--- src/rtl/game_flow_ctrl.sv ---
// game_flow_ctrl: session sequencer for the rhythm game.
// Runs the start countdown, paces scrolling with a programmable tick,
// prefetches one 4-lane chart row per tick over a req/ack handshake,
// handles pause/abort, drains the field at song end and keeps the best score.
module game_flow_ctrl #(
  parameter int TICK_DIV        = 2_500_000,
  parameter int CD_DIV          = 50_000_000,
  parameter int COUNTDOWN_STEPS = 3,
  parameter int DRAIN_ROWS      = 8,
  parameter int ADDR_W          = 8
) (
  input  logic              clk_i,
  input  logic              rst_n_i,
  input  logic              start_btn_i,
  input  logic              pause_btn_i,
  input  logic [31:0]       score_i,
  output logic              chart_req_o,
  output logic [ADDR_W-1:0] chart_addr_o,
  input  logic              chart_ack_i,
  input  logic [3:0]        chart_data_i,
  input  logic              chart_end_i,
  output logic              game_active_o,
  output logic              scroll_tick_o,
  output logic [3:0]        new_row_o,
  output logic [1:0]        countdown_o,
  output logic [2:0]        state_o,
  output logic [31:0]       best_score_o,
  output logic [7:0]        underrun_cnt_o
);

  typedef enum logic [2:0] {
    ST_IDLE      = 3'd0,
    ST_COUNTDOWN = 3'd1,
    ST_RUN       = 3'd2,
    ST_PAUSE     = 3'd3,
    ST_DRAIN     = 3'd4,
    ST_DONE      = 3'd5
  } state_e;

  localparam int TW = $clog2(TICK_DIV);
  localparam int CW = $clog2(CD_DIV);
  localparam int DW = $clog2(DRAIN_ROWS + 1);
  localparam logic [TW-1:0] TICK_LAST  = TW'(TICK_DIV - 1);
  localparam logic [CW-1:0] CD_LAST    = CW'(CD_DIV - 1);
  localparam logic [DW-1:0] DRAIN_INIT = DW'(DRAIN_ROWS);
  localparam logic [1:0]    CD_INIT    = 2'(COUNTDOWN_STEPS);

  state_e            state_q, state_d, ret_q, ret_d;
  logic              start_prev_q, pause_prev_q;
  logic [CW-1:0]     cd_tmr_q, cd_tmr_d;
  logic [1:0]        countdown_q, countdown_d;
  logic [TW-1:0]     tick_q, tick_d;
  logic              req_q, req_d;
  logic [ADDR_W-1:0] addr_q, addr_d;
  logic [3:0]        row_buf_q, row_buf_d;
  logic              row_valid_q, row_valid_d;
  logic [DW-1:0]     drain_q, drain_d;
  logic [31:0]       best_q, best_d;
  logic [7:0]        underrun_q, underrun_d;
  logic              scroll_q, scroll_d;
  logic [3:0]        new_row_q, new_row_d;
  logic              active_q, active_d;
  logic              enter_cd;

  logic start_rise_s, pause_rise_s, tick_wrap_s, fetch_ack_s, fetch_end_s;

  assign start_rise_s = start_btn_i & ~start_prev_q;
  assign pause_rise_s = pause_btn_i & ~pause_prev_q;
  assign tick_wrap_s  = (tick_q == TICK_LAST);
  // Late acks after an abort are harmless: req_q is already low then.
  assign fetch_ack_s  = req_q & chart_ack_i;
  assign fetch_end_s  = fetch_ack_s & chart_end_i;

  // Next-state, handshake, tick pacing and output computation.
  always_comb begin
    state_d     = state_q;
    ret_d       = ret_q;
    cd_tmr_d    = cd_tmr_q;
    countdown_d = countdown_q;
    tick_d      = tick_q;
    req_d       = req_q;
    addr_d      = addr_q;
    row_buf_d   = row_buf_q;
    row_valid_d = row_valid_q;
    drain_d     = drain_q;
    best_d      = best_q;
    underrun_d  = underrun_q;
    scroll_d    = 1'b0;
    new_row_d   = 4'h0;
    enter_cd    = 1'b0;

    case (state_q)
      ST_IDLE: begin
        if (start_rise_s) begin
          enter_cd = 1'b1;
        end else begin
          state_d = ST_IDLE;
        end
      end

      ST_COUNTDOWN: begin
        if (start_rise_s) begin
          state_d     = ST_IDLE;
          countdown_d = 2'd0;
        end else if (cd_tmr_q == CD_LAST) begin
          cd_tmr_d    = {CW{1'b0}};
          countdown_d = countdown_q - 2'd1;
          if (countdown_q == 2'd1) begin
            // Fetch starts in the very first RUN cycle.
            state_d = ST_RUN;
            req_d   = 1'b1;
          end else begin
            state_d = ST_COUNTDOWN;
          end
        end else begin
          cd_tmr_d = cd_tmr_q + CW'(1);
        end
      end

      ST_RUN: begin
        if (start_rise_s) begin
          state_d = ST_IDLE;
          req_d   = 1'b0;
        end else begin
          if (fetch_ack_s) begin
            req_d = 1'b0;
            if (chart_end_i) begin
              drain_d = DRAIN_INIT;
            end else begin
              row_buf_d   = chart_data_i;
              row_valid_d = 1'b1;
            end
          end else begin
            req_d = req_q;
          end
          if (pause_rise_s) begin
            state_d = ST_PAUSE;
            ret_d   = fetch_end_s ? ST_DRAIN : ST_RUN;
          end else begin
            state_d = fetch_end_s ? ST_DRAIN : ST_RUN;
            tick_d  = tick_wrap_s ? {TW{1'b0}} : tick_q + TW'(1);
            if (tick_wrap_s) begin
              scroll_d = 1'b1;
              // Uses the pre-ack buffer: a row acked on this edge is the next row.
              if (row_valid_q) begin
                new_row_d   = row_buf_q;
                row_valid_d = 1'b0;
                addr_d      = addr_q + ADDR_W'(1);
              end else if (underrun_q != 8'hFF) begin
                underrun_d = underrun_q + 8'd1;
              end else begin
                underrun_d = underrun_q;
              end
            end else begin
              scroll_d = 1'b0;
            end
            // Request the next row as soon as the buffer empties.
            if (!row_valid_d && !req_d && !fetch_end_s) begin
              req_d = 1'b1;
            end else begin
              req_d = req_d;
            end
          end
        end
      end

      ST_PAUSE: begin
        if (start_rise_s) begin
          state_d = ST_IDLE;
          req_d   = 1'b0;
        end else begin
          // An outstanding request is still completed while paused.
          if (fetch_ack_s) begin
            req_d = 1'b0;
            if (chart_end_i) begin
              drain_d = DRAIN_INIT;
              ret_d   = ST_DRAIN;
            end else begin
              row_buf_d   = chart_data_i;
              row_valid_d = 1'b1;
            end
          end else begin
            req_d = req_q;
          end
          if (pause_rise_s) begin
            state_d = ret_d;
          end else begin
            state_d = ST_PAUSE;
          end
        end
      end

      ST_DRAIN: begin
        if (start_rise_s) begin
          state_d = ST_IDLE;
        end else if (pause_rise_s) begin
          state_d = ST_PAUSE;
          ret_d   = ST_DRAIN;
        end else begin
          tick_d = tick_wrap_s ? {TW{1'b0}} : tick_q + TW'(1);
          if (tick_wrap_s) begin
            scroll_d = 1'b1;
            drain_d  = drain_q - DW'(1);
            if (drain_q == DW'(1)) begin
              state_d = ST_DONE;
              best_d  = (score_i > best_q) ? score_i : best_q;
            end else begin
              state_d = ST_DRAIN;
            end
          end else begin
            scroll_d = 1'b0;
          end
        end
      end

      ST_DONE: begin
        if (start_rise_s) begin
          enter_cd = 1'b1;
        end else begin
          state_d = ST_DONE;
        end
      end

      default: begin
        state_d = ST_IDLE;
        req_d   = 1'b0;
      end
    endcase

    if (enter_cd) begin
      state_d     = ST_COUNTDOWN;
      countdown_d = CD_INIT;
      cd_tmr_d    = {CW{1'b0}};
      addr_d      = {ADDR_W{1'b0}};
      row_valid_d = 1'b0;
      tick_d      = {TW{1'b0}};
      underrun_d  = 8'd0;
      req_d       = 1'b0;
    end else begin
      enter_cd = 1'b0;
    end

    active_d = (state_d == ST_RUN) || (state_d == ST_DRAIN);
  end

  // State and output registers with synchronous active-low reset.
  always_ff @(posedge clk_i) begin
    if (!rst_n_i) begin
      state_q      <= ST_IDLE;
      ret_q        <= ST_RUN;
      // Loading the live level means a button held through reset is no rise.
      start_prev_q <= start_btn_i;
      pause_prev_q <= pause_btn_i;
      cd_tmr_q     <= {CW{1'b0}};
      countdown_q  <= 2'd0;
      tick_q       <= {TW{1'b0}};
      req_q        <= 1'b0;
      addr_q       <= {ADDR_W{1'b0}};
      row_buf_q    <= 4'h0;
      row_valid_q  <= 1'b0;
      drain_q      <= {DW{1'b0}};
      best_q       <= 32'd0;
      underrun_q   <= 8'd0;
      scroll_q     <= 1'b0;
      new_row_q    <= 4'h0;
      active_q     <= 1'b0;
    end else begin
      state_q      <= state_d;
      ret_q        <= ret_d;
      start_prev_q <= start_btn_i;
      pause_prev_q <= pause_btn_i;
      cd_tmr_q     <= cd_tmr_d;
      countdown_q  <= countdown_d;
      tick_q       <= tick_d;
      req_q        <= req_d;
      addr_q       <= addr_d;
      row_buf_q    <= row_buf_d;
      row_valid_q  <= row_valid_d;
      drain_q      <= drain_d;
      best_q       <= best_d;
      underrun_q   <= underrun_d;
      scroll_q     <= scroll_d;
      new_row_q    <= new_row_d;
      active_q     <= active_d;
    end
  end

  assign chart_req_o    = req_q;
  assign chart_addr_o   = addr_q;
  assign game_active_o  = active_q;
  assign scroll_tick_o  = scroll_q;
  assign new_row_o      = new_row_q;
  assign countdown_o    = countdown_q;
  assign state_o        = state_q;
  assign best_score_o   = best_q;
  assign underrun_cnt_o = underrun_q;

endmodule

--- config.mk ---
export PLATFORM = sky130hd
export DESIGN_NAME = game_flow_ctrl
export DESIGN_NICKNAME = d
export VERILOG_FILES = /design/src/rtl/game_flow_ctrl.sv
export SDC_FILE = /design/constraint.sdc
export NUM_CORES = 1
export LEC_CHECK = 0
export ABC_AREA = 1
export BUFFER_PORTS_ARGS = -buffer_cell sky130_fd_sc_hd__buf_2
export CAP_MARGIN = 10
export CELL_PAD_IN_SITES_DETAIL_PLACEMENT = 1
export CELL_PAD_IN_SITES_GLOBAL_PLACEMENT = 2
export CORE_ASPECT_RATIO = 1.5
export CORE_UTILIZATION = 34
export DETAILED_ROUTE_END_ITERATION = 10
export PLACE_DENSITY = 0.9
export SLEW_MARGIN = 20
export SYNTH_ARGS = -nofsm -noshare
export SYNTH_HDL_FRONTEND = slang
export SYNTH_SLANG_ARGS = --single-unit
--- constraint.sdc ---
create_clock -name clk_i -period 3.6 [get_ports clk_i]
set_clock_uncertainty 0.1 [all_clocks]
set_input_delay 0.72 -clock clk_i [delete_from_list [all_inputs] [get_ports clk_i]]
set_output_delay 0.72 -clock clk_i [all_outputs]
set_load 0.01 [all_outputs]
# == Yosys cells after proc, flatten, opt, wreduce, memory -nomap -nowiden ==
# Index checks and enable logic that the tools add are counted.
# classes
bitwise,15
eq_ne,25
n_mux,62
n_reduce_logical,30
order_cmp,1
addsub,6
# ops
operator,n
3-bit 2-to-1 mux,20
32-bit greater-than comparator,1
26-bit by 1-bit adder with 26-bit output (second input constant),1
26-bit == test (second input constant),1
26-bit 2-to-1 mux,1
1-bit 2-to-1 mux,24
4-bit 2-to-1 mux,6
22-bit by 1-bit adder with 22-bit output (second input constant),1
22-bit == test (second input constant),1
22-bit 2-to-1 mux,1
2-bit inequality test (second input constant),11
3-bit one-hot mux with 6 select lines,1
6-bit AND reduction,3
8-bit by 1-bit adder with 8-bit output (second input constant),2
1-bit inverter,11
2-bit 2-to-1 mux,5
3-bit by 2-bit == test with 1-bit output (second input constant),3
3-bit == test (second input constant),3
3-bit one-hot mux with 3 select lines,1
8-bit inequality test (second input constant),1
4-bit one-hot mux with 2 select lines,1
4-bit AND reduction,2
2-bit OR reduction,4
7-bit AND reduction,1
21 further kinds,33
# word_totals
elab_cells,156
register_bits,122
out_inout_bits,60

# == Longest topological paths before layout ==
# Gate-level depths: netlist (run 1).
# depth
word_depth,14
ltp_mapped,16

# == Worst setup path after synthesis (run 1) ==
# No wires, ideal clock.
# synth_timing
path_type,input-to-reg
start,in score_i[11]
end,reg best_q[24] (netlist: best_score_o[24])
path_slack_ns,1.391
arrival_ns,1.994
stages,12
t_required_ns,3.385
cell_sequence,ha_1 > nand2_1 > o21bai_1 > a21oi_1 > nor2_1 > nand2_1 > nand2_1 > nand2_1 > buf_2 > nand3_1 > nand2_1 > nor2_1
# synth_via
elab_chain_cells,2
# synth_rtl
element,line_no,rtl
from (decl),16,"input logic [31:0] score_i,"
32-bit greater-than comparator,206,best_d = (score_i > best_q) ? score_i : best_q;
6-bit AND reduction (no line),n/a,
to (signal assigned),280,best_q <= best_d;
to (decl),58,"logic [31:0] best_q, best_d;"
# No other way between the ends.
# A chain may end at the register's enable or synchronous reset.

# == Worst setup path in the final report (run 1) ==
# layout_timing
start,reg tick_q[0]
end,reg best_q[25] (netlist: best_score_o[25])
# layout_via
elab_chain_cells,2
# layout_rtl
element,line_no,rtl
from (decl),52,"logic [TW-1:0] tick_q, tick_d;"
from (signal assigned),256,tick_q <= {TW{1'b0}};
from (signal assigned),274,tick_q <= tick_d;
22-bit == test,69,assign tick_wrap_s = (tick_q == TICK_LAST);
6-bit AND reduction (no line),n/a,
# No other way between the ends.

==> impl_metrics.ini, run 1 <==
[run_status]
status = finished clean

[worst_hold_path]
hold_path.class = in2reg
min_from = start_btn_i
min_to = start_prev_q
holdPathStages = 1

[clock_tree]
htree_num_levels = 4
hold_buffers = 0
cts_setup_buffers = 0
clkSlewWorstSetupHoldPaths_ps = 60
cts_sinks = 122
cts_root_buffer = clkbuf_16
ctsResizeCount = 0
insertion_delay_ps = 430
clockBufferDepth = 2
cts_tree = yes
cts_buffers = 17

[synth]
postSynthCellCount = 1088
yosys_warnings = 0
synth_top_family_by_area = simple AND/OR/NAND/NOR gates
synth_xor_area_share_pct = 1.69
synth_ff_type = dfxtp_1
synth_fp_nets = 1169
avgSynthCellArea_um2 = 6.66
synth-compound-area-share_pct = 11.8
yosysSeqAreaShare_pct = 33.7
synth_edf_count = 0
synth-adder-area-share_pct = 6.74
muxShareOfSynthArea_pct = 0
ys_seq_elements = 122
netlist_area_mm2 = 0.00724
synthSimpleGateAreaFrac_pct = 34.8
ys_types = 45
ys_async_sr_fraction_pct = 0

[critical_path]
crit_path_end_kind = register
crit_type = reg2reg
cp_slowest_cell = dfxtp_1
worstReg2RegEnd = best_score_o[25]
rrSetupSlack_ps = 830
crit_family = simple AND/OR/NAND/NOR gates
reg2reg_from = tick_q[0]
cp.arrival_ps = 2990
crit_fanout = 31
crit_buf_inv = 1
cp_cell_sequence = ha_1, nand2_1, nor2_4, nand4_2, nor2_4, nand2_2, nor2_2, nand2_2, nor2_8, buf_4, nand3_1, nand2_1, nor2_1
max_stage_delay_ps = 380
cp.required_ps = 3820
r2r_cells = 13
cp-start-kind = register

[finish]
finalNetCount = 1272
multi_input_comb_area_mm2 = 0.00399
area_delta_synth_final_pct = 19.3
ff_latch_area_mm2 = 0.00244
drive_above_1_share_pct = 14.9
fillers = 2790
final_cells = 1472
diodes = 0

[floorplan]
die_width_um = 121
core_mm2 = 0.0210
start_util_pct = 34.5
fp.dieH_um = 181
io_pins = 102
die_area_mm2 = 0.0219
num_rows = 65

[drt]
finalWirelength_um = 21600
vias = 7383
drt_iter0_drc = 237
drc = 0
via_per_inst = 5.02
ant_nets = 0
wl_per_cell_um = 14.7
dr.pass1.iters = 4

[power_and_ir_drop]
powerDensity_mw_per_mm2 = 397
finalPower_mw = 3.43
p_leak_nw = 3.69
ir_drop_uv = 267

[timing]
hold_viol = 0
hold-worst-slack_ps = 313
setup_tns_ps = 0
setup_slack_ps = 827
max_freq_mhz = 361
slew_violations = 0
worstMarginPinSlew_ps = 669
fin_crit_sh_pct = 77.0
relSlewSlack_pct = 55.0
setup_viol = 0
rsz0062_at_grt = no
min_period_ps = 2770

[global_routing]
grt_pass1_wl_um = 36100
grt_max_degree = 61
track_usage_pct = 20.8
grt_pass1_vias = 7570
overflow = 0
antenna_found_initial = 0

[placement]
dp_cells = 1440
io_buffers = 101
dp_slack_ps = 715
gp_congestion = 0.836
hpwl_um = 16900

[flow_run]
drv_cap = 0
-- cell type report --
cell class                 count  share of cell area (%)
clock buffer                  25                    5.85
clock inverter                 7                    1.56
inverter                     174                    7.56
multi-input combinational    767                    46.2
sequential                   122                    28.3
tap                          268                    3.88
timing repair buffer         109                    6.69
-- sequential cells by signal (all words and copies together), names as in the netlist, 2 cells and up --
signal and count:
best_score_o 32, countdown_o 2, drain_q 4, chart_addr_o 8, new_row_o 4, cd_tmr_q 26, underrun_cnt_o 8, row_buf_q 4
ret_q 3, tick_q 22, state_o 3
-- cells by family after synthesis --
logic type                 count (synthesis)
and+or+nand+nor                          558
buffers and inverters                    199
AOI/OAI and AO/OA                        156
DFF                                      122
adders and majority gates                 39
xor gates and xnor gates                  14
-- routing by layer --
| metal | vias to the layer above | wire [um] | global-route usage (%) |
|---|---|---|---|
| li1 | 3729 | - | - |
| met1 | 3520 | 8620 | 21.5 |
| met2 | 106 | 11800 | 40.0 |
| met3 | 28 | 652 | 4.20 |
| met4 | 0 | 524 | 7.90 |
| met5 | - | 0 | 0 |
-- worst max-delay path by stage --
stage	startpoint	to	slack, ps	cells after the start
finish	tick_q[0]	best_score_o[25]	830	13
global route	tick_q[0]	best_score_o[19]	570	13
CTS	tick_q[0]	best_score_o[23]	780	13
detailed placement	score_i[31]	best_score_o[29]	720	13
global placement	score_i[31]	best_score_o[25]	790	13
floorplan	score_i[11]	best_score_o[24]	1390	12
-- worst register-to-register path: stages, from the launching register on --
cell,delay [ps]
dfxtp_1,380
ha_1,260
nand2_1,160
nor2_4,200
nand4_2,140
nor2_4,150
nand2_2,120
nor2_2,140
nand2_2,100
nor2_8,350
buf_4,330
nand3_1,110
nand2_1,80
nor2_1,40
-- synthesized netlist by cell type (7+ instances only) --
library cell,count,area (um2)
nand4_1,35,219
nand3_1,81,405
ha_1,39,488
dfxtp_1,122,2440
nor3_1,28,140
buf_2,11,55.1
o21ai_0,27,135
buf_6,7,78.8
nor2_1,148,556
nor2_2,7,43.8
xor2_1,12,105
inv_1,165,619
nand2_1,219,822
a21oi_1,102,510
inv_2,9,33.8
nor2_4,7,78.8
-- where the power goes --
group / internal [mW] / switching (mW)
Combinational: 0.0698 / 0.130
Sequential: 1.36 / 0.00582
Clock: 1.25 / 0.621
-- cells in the final DEF, fill, tap and decap left out, drive strengths merged, types with 4 or more instances in the layout --
master,instances
a21oi,103
buf,109
bufinv,4
clkbuf,25
dfxtp,122
ha,39
inv,174
nand2,226
nand3,81
nand3b,4
nand4,36
nor2,163
nor3,30
nor3b,4
nor4,6
o21a,5
o21ai,30
o21bai,4
or2,5
xor2,12
-- per-stage QoR --
stage	area, um2	util [%]
floorplan	7240	-
global placement	8000	38.1
detailed placement	8000	38.1
CTS	8640	41.2
global route	8640	41.2
finish	8640	41.2
Power figures use the tool's default switching activity.
==> run 2, diff against run 1 <==
--- a/config.mk
+++ b/config.mk
@@ -5,7 +5,7 @@
 export SDC_FILE = /design/constraint.sdc
 export NUM_CORES = 1
 export LEC_CHECK = 0
-export ABC_AREA = 1
+export ABC_AREA = 0
 export BUFFER_PORTS_ARGS = -buffer_cell sky130_fd_sc_hd__buf_2
 export CAP_MARGIN = 10
 export CELL_PAD_IN_SITES_DETAIL_PLACEMENT = 1
@@ -13,7 +13,7 @@
 export CORE_ASPECT_RATIO = 1.5
 export CORE_UTILIZATION = 34
 export DETAILED_ROUTE_END_ITERATION = 10
-export PLACE_DENSITY = 0.9
+export PLACE_DENSITY = 0.85
 export SLEW_MARGIN = 20
 export SYNTH_ARGS = -nofsm -noshare
 export SYNTH_HDL_FRONTEND = slang
==> constraint.sdc (replaced) <==
create_clock -name clk_i -period 2.75 [get_ports clk_i]
set_clock_uncertainty 0.1 [all_clocks]
set_input_delay 0.55 -clock clk_i [delete_from_list [all_inputs] [get_ports clk_i]]
set_output_delay 0.55 -clock clk_i [all_outputs]
set_load 0.01 [all_outputs]
==> run 2 against run 1 <==
  * Final area is 8.9% lower
  * Fmax up 14%
  * Worst hold slack got worse by 140 ps
  * Largest cell class unchanged
  * Largest power group unchanged
==> impl_metrics.ini, run 2 <==
[synth]
ys_async_sr_fraction_pct = 0
avgSynthCellArea_um2 = 8.44
yosys-top-cells-area = dfxtp_1 39%, ha_1 7.7%, nand2_1 6.9%
synth_fp_nets = 831
yosys_warnings = 0
ys_types = 57
synth_edf_count = 0
ys_seq_elements = 122
netlist_area_mm2 = 0.00633
synth_most_common_cell = dfxtp_1
yosysTopAreaCellShare_pct = 38.6
yosysSeqAreaShare_pct = 38.6
synth_ff_type = dfxtp_1
yosys-top-cells-count = 122 x dfxtp_1, 116 x nand2_1, 76 x nor2_1
postSynthCellCount = 750
synth.largest_area_cell = dfxtp_1

[finish]
ff_latch_area_mm2 = 0.00244
layout_common_cells = 122 x dfxtp_1, 116 x nand2_1, 101 x buf_2, 76 x nor2_1, 47 x inv_1
finalNetCount = 946
final_cells = 1126
diodes = 0
area_delta_synth_final_pct = 24.4
final_area_mm2 = 0.00787
drive_above_1_share_pct = 18.8
fillers = 2212
multi_input_comb_area_mm2 = 0.00360
layout_commonest_cell = dfxtp_1
largest_reg_flops = 32

[floorplan]
die_area_mm2 = 0.0192
die_width_um = 113
core_mm2 = 0.0181
io_pins = 102
num_rows = 60
start_util_pct = 35.0
fp.dieH_um = 169

[critical_path]
cp.required_ps = 2940
cp.arrival_ps = 2630
cp-start-kind = register
crit_fanout = 12
crit_type = reg2reg
rrSetupSlack_ps = 310
cp_cell_sequence = inv_1, ha_1, a211oi_1, o21ai_0, a221o_1, a211oi_2, a31oi_4, buf_4, mux2i_1
crit_path_end_kind = register
r2r_cells = 9
max_stage_delay_ps = 390
cp_slowest_cell = a221o_1
reg2reg_from = best_score_o[29]
worstReg2RegEnd = best_score_o[2]

[clock_tree]
cts_tree = yes
clockBufferDepth = 2
ctsResizeCount = 0
cts_root_buffer = clkbuf_16
cts_setup_buffers = 0
insertion_delay_ps = 420
hold_buffers = 0
cts_sinks = 122
cts_buffers = 17
htree_num_levels = 4
clkSlewWorstSetupHoldPaths_ps = 60

[drt]
finalWirelength_um = 16100
vias = 5608
wl_per_cell_um = 14.3
via_per_inst = 4.98
dr.pass1.iters = 4
wl_met2_um = 8610
ant_nets = 0
highest-signal-layer = met5
wl_met3_um = 541
met1_length_um = 6670
drt_iter0_drc = 235
drc = 0

[timing]
worstMarginPinSlew_ps = 561
setup_viol = 0
setup_tns_ps = 0
max_freq_mhz = 410
relSlewSlack_pct = 62.2
fin_crit_sh_pct = 88.6
hold_viol = 0
hold-worst-slack_ps = 169
min_period_ps = 2440
slew_violations = 0
rsz0062_at_grt = no

[worst_hold_path]
holdPathStages = 1
hold_path.class = in2reg
min_to = start_prev_q
min_from = start_btn_i

[global_routing]
grt_pass1_wl_um = 27300
grt_max_degree = 84
grt_pass1_vias = 5778
antenna_found_initial = 1
overflow = 0
track_usage_pct = 17.9

[flow_run]
drv_cap = 0

[placement]
dpl_cell_area_mm2 = 0.00723
hpwl_um = 12000
io_buffers = 101
gp_congestion = 0.792
dp_cells = 1094

[power_and_ir_drop]
p_leak_nw = 3.11
finalPower_mw = 4.42
ir_drop_uv = 359
powerDensity_mw_per_mm2 = 562

[run_status]
status = finished clean
## run 2: changes by cell type in the layout (fill, tap and decap cells not counted), sizes merged, moves of 16 or more
cell,delta
nor2,-87
nand3,-64
nor3,-17
xnor2,+18
a21oi,-77
nand2,-110
mux2i,+41
nor2b,+16
xor2,+24
inv,-125
## run 2: per-layer routing
metal	up-vias	GRT usage, %
met5	-	0
met1	2700	19.3
li1	2807	-
met3	17	4.22
met4	2	6.35
met2	82	33.4
## run 2: critical path, delay by kind of cell, from the launching register on
kind                       cells  cell delay [ps]
buffers and inverters          2              300
muxes                          1              150
adders and majority gates      1              300
AOI/OAI and AO/OA              5             1100
DFF                            1              350
## run 2: worst max path at each step
| stage | start | slack [ps] | end |
|---|---|---|---|
| after detailed placement | score_i[29] | -90 | best_score_o[8] |
| after CTS | best_score_o[29] | 160 | best_score_o[2] |
| after floorplan | start_btn_i | 180 | underrun_cnt_o[7] |
| after global placement | score_i[29] | 8 | best_score_o[13] |
| after global routing | state_o[1] | 50 | tick_q[21] |
| final | best_score_o[29] | 310 | best_score_o[2] |
## run 2: power breakdown
| part | internal, mW | leakage (nW) | switching [mW] |
|---|---|---|---|
| Clock | 1.55 | 0.304 | 0.863 |
| Sequential | 1.77 | 0.984 | 0.00642 |
| Combinational | 0.0916 | 1.83 | 0.138 |
| Total | 3.42 | 3.11 | 1.01 |
## run 2: metrics by stage
step	util (%)	setup WS, ps
after floorplan	-	182
after global placement	40.0	7.81
after detailed placement	40.0	-85.4
after CTS	43.5	164
after global routing	43.5	53.1
final	43.5	313
## run 2: layout make-up
type,count,share of cell area (%)
Clock buffer,19,5.63
Clock inverter,13,2.45
Inverter,47,2.24
Multi-Input combinational cell,553,45.8
Sequential cell,122,31.0
Tap cell,248,3.94
Timing Repair Buffer,124,8.93
## run 2: cells by family after synthesis
kind of cell             count (synthesis)  share of synthesized area (%)
AND/OR/NAND/NOR                        332                           25.9
flip-flops                             122                           38.6
AO/OA/AOI/OAI                           85                           8.78
buffers and inverters                   75                           4.76
XOR/XNOR                                56                           7.75
multiplexers                            41                           6.48
adder cells (fa/ha/maj)                 39                           7.71
==> run 3, diff against run 2 <==
--- a/config.mk
+++ b/config.mk
@@ -14,7 +14,7 @@
 export CORE_UTILIZATION = 34
 export DETAILED_ROUTE_END_ITERATION = 10
 export PLACE_DENSITY = 0.85
-export SLEW_MARGIN = 20
+export SLEW_MARGIN = 10
 export SYNTH_ARGS = -nofsm -noshare
 export SYNTH_HDL_FRONTEND = slang
 export SYNTH_SLANG_ARGS = --single-unit
==> constraint.sdc (replaced) <==
create_clock -name clk_i -period 2.75 [get_ports clk_i]
set_clock_uncertainty 0.1 [all_clocks]
set_input_delay 0.1375 -clock clk_i [delete_from_list [all_inputs] [get_ports clk_i]]
set_output_delay 0.1375 -clock clk_i [all_outputs]
set_load 0.01 [all_outputs]
==> run 3 against run 2 <==
  * Die area is the same
  * Critical path depth shrank 1
  * Core utilization grew 1.7 points
  * Register-to-register slack lost 140 ps
  * Combinational power grew 16%
  * First-iteration DRC count grew 0.43%
  * Fmax shrank 5.3%
  * Non-clock buffer count grew 35
  * Total power shrank 1.3%
  * Critical path type unchanged
==> impl_metrics.ini, run 3 (same netlist as run 2, synthesis figures left out) <==
[power_and_ir_drop]
switching_power_mw = 0.979
p_seq_share_pct = 40.8
finalPower_mw = 4.36
p_clk_share_pct = 53.1
p_leak_nw = 3.24
ir_drop_uv = 391
cellInternalPower_mw = 3.38
powerDensity_mw_per_mm2 = 534
power.share.combinational_pct = 6.1
p_sw_share_pct = 22.4

[finish]
final_area_mm2 = 0.00818
largest_reg_flops = 32
diodes = 0
layout_commonest_cell = dfxtp_1
layout_common_cells = 122 x dfxtp_1, 116 x nand2_1, 101 x buf_2, 76 x nor2_1, 47 x inv_1
area_delta_synth_final_pct = 29.2
drive_above_1_share_pct = 17.7
fillers = 2170
fin_util_pct = 45.2
final_cells = 1160
finalNetCount = 981

[placement]
dp_slack_ps = 200
gp_congestion = 0.774
dpl_cell_area_mm2 = 0.00718
hpwl_um = 11900
io_buffers = 101
dp_cells = 1091

[critical_path]
cp.required_ps = 2990
crit_path_end_kind = register
max_stage_delay_ps = 520
cp-start-kind = register
crit_family = simple AND/OR/NAND/NOR gates
crit_buf_inv = 2
cp_slowest_cell = nor4_1
crit_fanout = 19
cp_cell_sequence = inv_1, ha_1, nand4_1, nor4_1, o31ai_1, a31oi_4, buf_4, mux2i_1
cp.arrival_ps = 2820
crit_type = reg2reg

[timing]
relSlewSlack_pct = 54.2
max_freq_mhz = 389
hold_viol = 0
rsz0062_at_grt = no
setup_viol = 0
min_period_ps = 2570
worstMarginPinSlew_ps = 686
slew_violations = 0
setup_slack_ps = 177
fin_crit_sh_pct = 93.6
setup_tns_ps = 0
hold-worst-slack_ps = 164

[clock_tree]
cts_setup_buffers = 0
clkSlewWorstSetupHoldPaths_ps = 50
cts_buffers = 17
insertion_delay_ps = 420
cts_sinks = 122
clockBufferDepth = 2
cts_root_buffer = clkbuf_16
htree_num_levels = 4
cts_tree = yes

[global_routing]
overflow = 0
grt_pass1_wl_um = 28400
grt_max_degree = 49
antenna_found_initial = 0
grt_pass1_vias = 6012
track_usage_pct = 18.6

[drt]
drt_iter0_drc = 236
via_per_inst = 4.92
wl_per_cell_um = 14.3
drc = 0
finalWirelength_um = 16600
vias = 5710
ant_nets = 0
dr.pass1.iters = 4

[floorplan]
num_rows = 60
die_area_mm2 = 0.0192
start_util_pct = 35.0
core_mm2 = 0.0181
die_width_um = 113
io_pins = 102
fp.dieH_um = 169

[worst_hold_path]
hold_path.class = in2reg

[flow_run]
drv_cap = 0

[run_status]
status = finished clean
## run 3: cell types whose count changed in the layout (fill, tap and decap cells not counted)
cell	change
clkinv_2	+2
inv_6	-1
a211oi_2	-1
clkbuf_1	-1
buf_4	-1
buf_12	-2
clkinv_4	-4
bufinv_16	-1
dlygate4sd3_1	+38
clkinvlp_4	+2
clkbuf_8	+2
a211oi_1	+1
## run 3: timing repair
item / 4_1_cts / 5_1_grt
endpoints found under the setup margin: 0 / 0
gates resized for setup: 0 / 0
hold buffers: 38 / 0
endpoints found under the hold margin: 38 / 0
## run 3: worst register-to-register path, delay by kind of cell (launching register included)
kind,cells,cell delay [ps]
flip-flops,1,360
AND/OR/NAND/NOR,2,680
buffers and inverters,2,400
multiplexers,1,250
adder cells (fa/ha/maj),1,290
AO/OA/AOI/OAI,2,430
## run 3: layout make-up
type / count / area [um2] / area share [%]
clock buffer: 20 / 467 / 5.71
tap: 248 / 310 / 3.80
clock inverter: 11 / 144 / 1.76
sequential: 122 / 2440 / 29.9
timing repair buffer: 159 / 1040 / 12.7
inverter: 47 / 176 / 2.16
multi-input combinational: 553 / 3600 / 44.0
## run 3: power by group through the flow
stage / Clock [mW] / Sequential (mW) / Combinational (mW)
finish: 2.32 / 1.78 / 0.266
global route: 2.47 / 1.78 / 0.300
CTS: 2.38 / 1.78 / 0.269
detailed placement: 0 / 1.82 / 0.225
global placement: 0 / 1.82 / 0.223
floorplan: 0 / 1.82 / 0.131
## run 3: worst paths after layout
| path | end | startpoint | cells past startpoint | slack, ps |
|---|---|---|---|---|
| min | chart_req_o | chart_ack_i | 4 | 160 |
| max | best_score_o[7] | best_score_o[22] | 8 | 180 |
| max reg2reg | best_score_o[7] | best_score_o[22] | 8 | 180 |
| min reg2reg | best_score_o[29] | best_score_o[29] | 2 | 370 |
## run 3: metal layers
metal | share of wire, % | track usage [%] | vias up | routed length [um]
met5 | 0 | 0 | - | 0
met4 | 1.7 | 7.55 | 0 | 290
met3 | 2.7 | 3.51 | 25 | 445
met2 | 54 | 35.4 | 81 | 9010
met1 | 41 | 19.8 | 2736 | 6840
li1 | - | - | 2868 | -
